===== src/rtl/tx_link_sequencer.sv =====
// Symbol-slot sequencer in front of the 8-bit transmitter input: electrical idle,
// TS1 training, payload forwarding with periodic SKP insertion, and an SKP drain on link-down.
//
// state     | meaning
// ELEC_IDLE | lane in electrical idle, waiting for linkEnable on a slot edge
// TRAIN     | sending TS_COUNT back-to-back TS1 ordered sets
// LINK      | forwarding payload / logical idle, inserting SKP sets
// DRAIN     | sending one closing SKP set before returning to electrical idle
module tx_link_sequencer #(
    parameter int SYM_DIV      = 10,
    parameter int TS_COUNT     = 4,
    parameter int SKP_INTERVAL = 16
) (
    input  logic       clk,
    input  logic       rst,
    input  logic       enb,
    input  logic       linkEnable,
    input  logic       payloadValid,
    input  logic [7:0] payloadData,
    output logic       payloadAck,
    output logic [7:0] txData,
    output logic       txK,
    output logic       txElecIdle,
    output logic       linkUp,
    output logic [1:0] state
);

    typedef enum logic [1:0] {
        ELEC_IDLE = 2'd0,
        TRAIN     = 2'd1,
        LINK      = 2'd2,
        DRAIN     = 2'd3
    } state_t;

    localparam int SW = (SYM_DIV > 1) ? $clog2(SYM_DIV) : 1;
    localparam int TW = (TS_COUNT > 1) ? $clog2(TS_COUNT) : 1;
    localparam int KW = $clog2(SKP_INTERVAL + 1);

    localparam logic [SW-1:0] SLOT_LAST = SW'(SYM_DIV - 1);
    localparam logic [TW-1:0] TS_LAST   = TW'(TS_COUNT - 1);
    localparam logic [KW-1:0] SKP_DUE   = KW'(SKP_INTERVAL);

    localparam logic [7:0] SYM_COM = 8'hBC;
    localparam logic [7:0] SYM_TS1 = 8'h4A;
    localparam logic [7:0] SYM_SKP = 8'h1C;
    localparam logic [7:0] SYM_IDL = 8'h00;

    state_t        st_q, st_d;
    logic [SW-1:0] slot_q;
    logic [TW-1:0] ts_q, ts_d;
    logic [3:0]    idx_q, idx_d;
    logic [KW-1:0] skp_q, skp_d;
    logic          skp_act_q, skp_act_d;
    logic [7:0]    data_q, data_d;
    logic          k_q, k_d;
    logic          ei_q, ei_d;
    logic          ack_d;
    logic          slot_edge;

    assign slot_edge = enb && (slot_q == SLOT_LAST);

    // idx_q is the position of the symbol currently on the wire within its ordered set
    always_comb begin
        st_d      = st_q;
        ts_d      = ts_q;
        idx_d     = idx_q;
        skp_d     = skp_q;
        skp_act_d = skp_act_q;
        data_d    = data_q;
        k_d       = k_q;
        ei_d      = ei_q;
        ack_d     = 1'b0;
        if (slot_edge) begin
            case (st_q)
                ELEC_IDLE: begin
                    data_d = SYM_IDL;
                    k_d    = 1'b0;
                    ei_d   = 1'b1;
                    if (linkEnable) begin
                        st_d   = TRAIN;
                        ts_d   = '0;
                        idx_d  = '0;
                        data_d = SYM_COM;
                        k_d    = 1'b1;
                        ei_d   = 1'b0;
                    end
                end
                TRAIN: begin
                    ei_d = 1'b0;
                    if (idx_q != 4'd15) begin
                        idx_d  = idx_q + 4'd1;
                        data_d = SYM_TS1;
                        k_d    = 1'b0;
                    end else if (!linkEnable) begin
                        st_d   = ELEC_IDLE;
                        idx_d  = '0;
                        data_d = SYM_IDL;
                        k_d    = 1'b0;
                        ei_d   = 1'b1;
                    end else if (ts_q == TS_LAST) begin
                        // first LINK slot is logical idle and counts toward the SKP interval
                        st_d      = LINK;
                        idx_d     = '0;
                        skp_d     = KW'(1);
                        skp_act_d = 1'b0;
                        data_d    = SYM_IDL;
                        k_d       = 1'b0;
                    end else begin
                        ts_d   = ts_q + TW'(1);
                        idx_d  = '0;
                        data_d = SYM_COM;
                        k_d    = 1'b1;
                    end
                end
                LINK: begin
                    ei_d = 1'b0;
                    if (skp_act_q && (idx_q != 4'd3)) begin
                        idx_d  = idx_q + 4'd1;
                        data_d = SYM_SKP;
                        k_d    = 1'b1;
                    end else if (!linkEnable) begin
                        st_d      = DRAIN;
                        idx_d     = '0;
                        skp_act_d = 1'b1;
                        skp_d     = '0;
                        data_d    = SYM_COM;
                        k_d       = 1'b1;
                    end else if (skp_q == SKP_DUE) begin
                        idx_d     = '0;
                        skp_act_d = 1'b1;
                        skp_d     = '0;
                        data_d    = SYM_COM;
                        k_d       = 1'b1;
                    end else begin
                        skp_act_d = 1'b0;
                        skp_d     = skp_q + KW'(1);
                        k_d       = 1'b0;
                        if (payloadValid) begin
                            data_d = payloadData;
                            ack_d  = 1'b1;
                        end else begin
                            data_d = SYM_IDL;
                        end
                    end
                end
                DRAIN: begin
                    if (idx_q != 4'd3) begin
                        idx_d  = idx_q + 4'd1;
                        data_d = SYM_SKP;
                        k_d    = 1'b1;
                        ei_d   = 1'b0;
                    end else begin
                        st_d      = ELEC_IDLE;
                        idx_d     = '0;
                        skp_act_d = 1'b0;
                        skp_d     = '0;
                        data_d    = SYM_IDL;
                        k_d       = 1'b0;
                        ei_d      = 1'b1;
                    end
                end
                default: st_d = ELEC_IDLE;
            endcase
        end
    end

    always_ff @(posedge clk) begin
        if (rst) begin
            st_q      <= ELEC_IDLE;
            slot_q    <= '0;
            ts_q      <= '0;
            idx_q     <= '0;
            skp_q     <= '0;
            skp_act_q <= 1'b0;
            data_q    <= SYM_IDL;
            k_q       <= 1'b0;
            ei_q      <= 1'b1;
        end else if (enb) begin
            slot_q    <= slot_edge ? '0 : slot_q + SW'(1);
            st_q      <= st_d;
            ts_q      <= ts_d;
            idx_q     <= idx_d;
            skp_q     <= skp_d;
            skp_act_q <= skp_act_d;
            data_q    <= data_d;
            k_q       <= k_d;
            ei_q      <= ei_d;
        end
    end

    // ack marks the cycle whose closing edge captures payloadData
    assign payloadAck = ack_d && !rst;
    assign txData     = data_q;
    assign txK        = k_q;
    assign txElecIdle = ei_q;
    assign linkUp     = (st_q == LINK);
    assign state      = st_q;

endmodule


===== config.mk =====
export PLATFORM = sky130hd
export DESIGN_NAME = tx_link_sequencer
export DESIGN_NICKNAME = d
export VERILOG_FILES = /design/src/rtl/tx_link_sequencer.sv
export SDC_FILE = /design/constraint.sdc
export NUM_CORES = 1
export LEC_CHECK = 0
export CAP_MARGIN = 20
export CORE_MARGIN = 2
export CORE_UTILIZATION = 30
export DETAILED_ROUTE_END_ITERATION = 8
export GPL_ROUTABILITY_DRIVEN = 0
export PLACE_DENSITY = 0.61
export SLEW_MARGIN = 20
export SYNTH_ARGS = -nofsm -noshare
export SYNTH_HDL_FRONTEND = slang
export SYNTH_SLANG_ARGS = --single-unit

===== constraint.sdc =====
create_clock -name clk -period 3.05 [get_ports clk]
set_clock_uncertainty 0.05 [all_clocks]
set_input_delay 0.61 -clock clk [delete_from_list [all_inputs] [get_ports clk]]
set_output_delay 0.61 -clock clk [all_outputs]
set_load 0.05 [all_outputs]

-- Word-level counts from Yosys, hierarchy flattened
Index checks and enable logic that the tools add are counted.
- flip-flop bits (word level): 28
- input bits: 13
- output and inout bits: 14
- equal/unequal tests: 18
- mux-type cells: 64
- reductions and logical operators: 12
- add/sub/neg operators: 4
- operators by type and width (operator ; count):
    two-way mux 8 bit ; 8
    two-way mux 5 bit ; 8
    one-hot mux 8 bit (4 select lines) ; 1
    two-way mux 4 bit ; 7
    two-way mux 1 bit ; 22
    two-way mux 2 bit ; 11
    != test 2 bit (second input constant) ; 8
    one-hot mux 4 bit (4 select lines) ; 1
    AND reduction 8 bit ; 2
    one-hot mux 5 bit (3 select lines) ; 1
    adder 4 x 1 -> 4 bit (second input constant) ; 2
    != test 4 x 2 -> 1 bit (second input constant) ; 2
    one-hot mux 1 bit (4 select lines) ; 2
    one-hot mux 2 bit (4 select lines) ; 1
    AND reduction 7 bit ; 1
    equality test 2 bit (second input constant) ; 3
    adder 5 x 1 -> 5 bit (second input constant) ; 1
    equality test 5 bit (second input constant) ; 1
    equality test 4 bit (second input constant) ; 1
    != test 4 bit (second input constant) ; 1
    one-hot mux 2 bit (2 select lines) ; 1
    AND reduction 4 bit ; 1
    logical AND 1 bit ; 3
    != test 3 bit (second input constant) ; 1
    8 further kinds ; 8

-- Depth between registers and ports, before layout
- depth after elaboration: 7
- depth in mapped cells: 7
- mapped depth without buffers: 6

-- Worst setup path before layout
Ideal clock, no wire load.
- path type: register to output
- start point: register (tool-made name)
- end point: output port payloadAck
- cell stages (with the launch flop): 5
- arrival time: 2494 ps
- path slack: -104 ps
- cells stage by stage: dfxtp_1 > buf_6 > nor2b_1 > a21boi_2 > and3_1
- RTL lines (element ; RTL line ; source):
    to (decl) ; 20 ; output logic payloadAck,

-- Final worst setup path
- start point: register idx_q[0]
- end point: output port payloadAck
- word-level cells in the longest chain between the ends: 6
- ends and longest elaborated chain (element ; RTL line ; source):
    from (decl) ; 51 ; logic [3:0] idx_q, idx_d;
    from (signal assigned) ; 182 ; idx_q <= idx_d;
    != test 4 x 2 -> 1 bit ; 117 ; if (skp_act_q && (idx_q != 4'd3)) begin
    logical AND 1 bit ; 117 ;
    two-way mux 1 bit ; 117 ;
    two-way mux 1 bit ; 74 ; case (st_q)
    two-way mux 1 bit ; 73 ; if (slot_edge) begin
    logical AND 1 bit ; 192 ; assign payloadAck = ack_d && !rst;
No other way between the ends.

==> results.cfg <==
[status]
status = complete, no violations

[cts]
cts.path.max_buffers = 2
h-tree-depth = 1
root_buffer = clkbuf_8
hold_buffers = 0
cts_resized = 0
cts_tree = yes
clock-sinks = 28
clock_latency_ns = 0.28
numCtsBuffers = 3
cts_setup_buffers = 0
clk_pin_slew_ns = 0.10

[synthesis]
syn-num-nets = 217
synth_area_leaders = dfxtp_1 34%, o21ai_0 5.1%, ha_1 4.5%, a21oi_1 4.2%, nor2_1 3.8%
synth_top_area_cell = dfxtp_1
synth_common_cells = 28 x dfxtp_1, 17 x nor2_1, 17 x o21ai_0
synth_most_common_cell = dfxtp_1
syn-mean-instance-area_sq_um = 8.39
synth_async_sr_flop_share_pct = 0
syn_area_sq_um = 1660
synth_seq_cells = 28
yosysSeqAreaShare_pct = 33.8
yosys_warnings = 0
synthDominantCellAreaShare_pct = 33.8
ys_types = 52
synth_edf_count = 0
syn-instance-count = 198
synth_ff_type = dfxtp_1

[global_routing]
grt_max_degree = 25
grt_pass1_wl_um = 6370
grt_antenna_before_repair = 0
grt_pass1_vias = 1383
grt-ovfl-total = 0
grt.total_usage_pct = 12.6

[route]
dr.pass1.iters = 4
drc = 0
ant_nets = 0
dr.first_iter.drc_count = 105
wl_per_cell_um = 13.4
drt_wl_total_um = 3900
viasPerCell = 5.26
dr_total_vias = 1531

[critical_path]
critPathRequiredTime_ns = 2.39
arrival_ns = 2.14
rr_endpoint = ts_q[1]$_SDFFE_PP0P_
r2r_slack_ns = 0.95
cp_slowest_cell = or3b_4
cp_max_fo = 9
max_stage_delay_ns = 0.45
worstReg2RegStart = state[0]$_SDFFE_PP0P_
path_class = register to output port
crit_path_start_kind = register
crit_path_end_kind = output port
path_cells = ha_1 > or3b_4 > a21boi_2 > and3_1 > buf_12
r2r_cells = 4

[floorplan]
die_y_um = 78.4
io_pins = 27
chipWidth_um = 78.4
rows = 27
dieArea_sq_um = 6150
initial_utilization_pct = 30.5
core_sq_um = 5440

[power]
p_clk_share_pct = 41.5
total_leakage_power_nw = 0.712
p_per_area_nw_per_um2 = 349
seqPwrFrac_pct = 51.8
p_comb_share_pct = 6.7
p_int_w = 0.000568
p_sw_w = 0.000147
switching_share_pct = 20.5
ir_drop_v = 0.000148
power.total_w = 0.000715

[hold_path]
hold_class = register to register
worstHoldStart = txData[0]$_SDFFE_PP0P_
min_path_cells = 2
min_to = txData[0]$_SDFFE_PP0P_

[finish]
finalNetCount = 239
final_cells = 291
diodes = 0
drive_gt1_share_pct = 8.22
area_delta_synth_final_pct = 23.3

[job]
max_cap_violations = 0

[placed_design]
place_hpwl_um = 2790
dp_cells = 287
placement.io_buffers = 26

[sta]
worst_pin_slew_ns = 0.704
relSlewSlack_pct = 53.0
setup_viol = 0
fin_crit_ns = 2.80
fmax_mhz = 357
setup_tns_ns = 0
rsz0062_at_grt = false
fin_hold_ws_ns = 0.408
slew_violations = 0
fin_crit_sh_pct = 91.7
hold_viol_final = 0
-- metrics by stage --
stage / utilization (%) / area, sq um / setup slack [ns]
CTS: 37.6 / 2050 / 0.259
floorplan: - / 1660 / 0.225
global placement: 36.3 / 1980 / 0.456
detailed placement: 36.3 / 1980 / 0.385
global route: 37.6 / 2050 / 0.126
finish: 37.6 / 2050 / 0.253
-- power groups by stage --
stage	combinational [W]	clock, W	sequential (W)
after CTS	0.0000486	0.000306	0.000371
after global routing	0.0000538	0.000319	0.000371
after detailed placement	0.0000481	0	0.000379
after floorplan	0.0000239	0	0.000378
final	0.0000481	0.000297	0.000370
after global placement	0.0000484	0	0.000379
-- logic make-up (layout without fill, tap and decap cells) --
logic type / Yosys count / count (layout) / share of synthesized area, %
DFF: 28 / 28 / 33.8
muxes: 2 / 2 / 1.21
AOI/OAI and AO/OA: 59 / 59 / 24.0
and+or+nand+nor: 83 / 83 / 29.3
adders and majority gates: 6 / 6 / 4.52
buffers and inverters: 17 / 38 / 5.58
xor gates and xnor gates: 3 / 3 / 1.58
-- worst max-delay path by stage --
stage,startpoint,to,slack (ns),cells after the start
detailed placement,enb,skp_q[4]$_SDFFE_PP0P_,0.39,5
global route,idx_q[0]$_SDFFE_PP0P_,payloadAck,0.13,5
finish,idx_q[0]$_SDFFE_PP0P_,payloadAck,0.25,5
global placement,enb,skp_q[4]$_SDFFE_PP0P_,0.46,5
CTS,idx_q[0]$_SDFFE_PP0P_,payloadAck,0.26,5
floorplan,register,payloadAck,0.23,4
-- cell type report --
class	count	area, sq um
well taps	72	90.1
fillers	552	3390
clock inverters	1	30.0
multi-input cells	153	1010
repair buffers	30	300
flip-flops and latches	28	561
inverters	4	15.0
clock buffers	3	41.3
-- routing by layer --
metal	vias up	wire [um]	part of all wire, %	GRT usage [%]
met5	-	0	0	0
met4	0	22	0.56	4.21
met3	2	132	3.4	1.03
met2	33	1840	47	21.6
met1	705	1900	49	16.8
li1	791	-	-	-
-- registers in the layout (all words and copies together) (netlist names), named ones only --
signal	count
skp_q	5
slot_q	4
ts_q	2
idx_q	4
txData	8
state	1
skp_act_q	1
txK	1
txElecIdle	1
-- critical path, delay by kind of cell, from the launching register on --
kind / cells / cell delay (ns)
AO/OA/AOI/OAI: 1 / 0.26
adder cells (fa/ha/maj): 1 / 0.32
buffers and inverters: 1 / 0.16
flip-flops: 1 / 0.37
AND/OR/NAND/NOR: 2 / 0.74
-- layout by cell type (no fill, tap or decap), types with 2 or more instances in the layout --
master,count
nand2_1,12
nand4_1,4
inv_1,4
nand3_1,10
nand2b_1,4
o311ai_0,3
and3_1,3
dfxtp_1,28
nand4bb_1,2
or4_1,2
and4bb_2,2
nor4_1,2
nand4b_1,3
ha_1,6
nor3_1,6
and4b_1,2
mux2i_1,2
o21ai_0,17
o21a_1,2
buf_4,4
a31oi_1,5
a211oi_1,3
nor3b_1,2
clkdlybuf4s50_1,25
or3_1,3
a21oi_1,14
a211o_1,2
a221o_1,2
nor2_1,17
clkbuf_8,3
xor2_1,3
No activity file was read; power rests on OpenSTA's default activity.
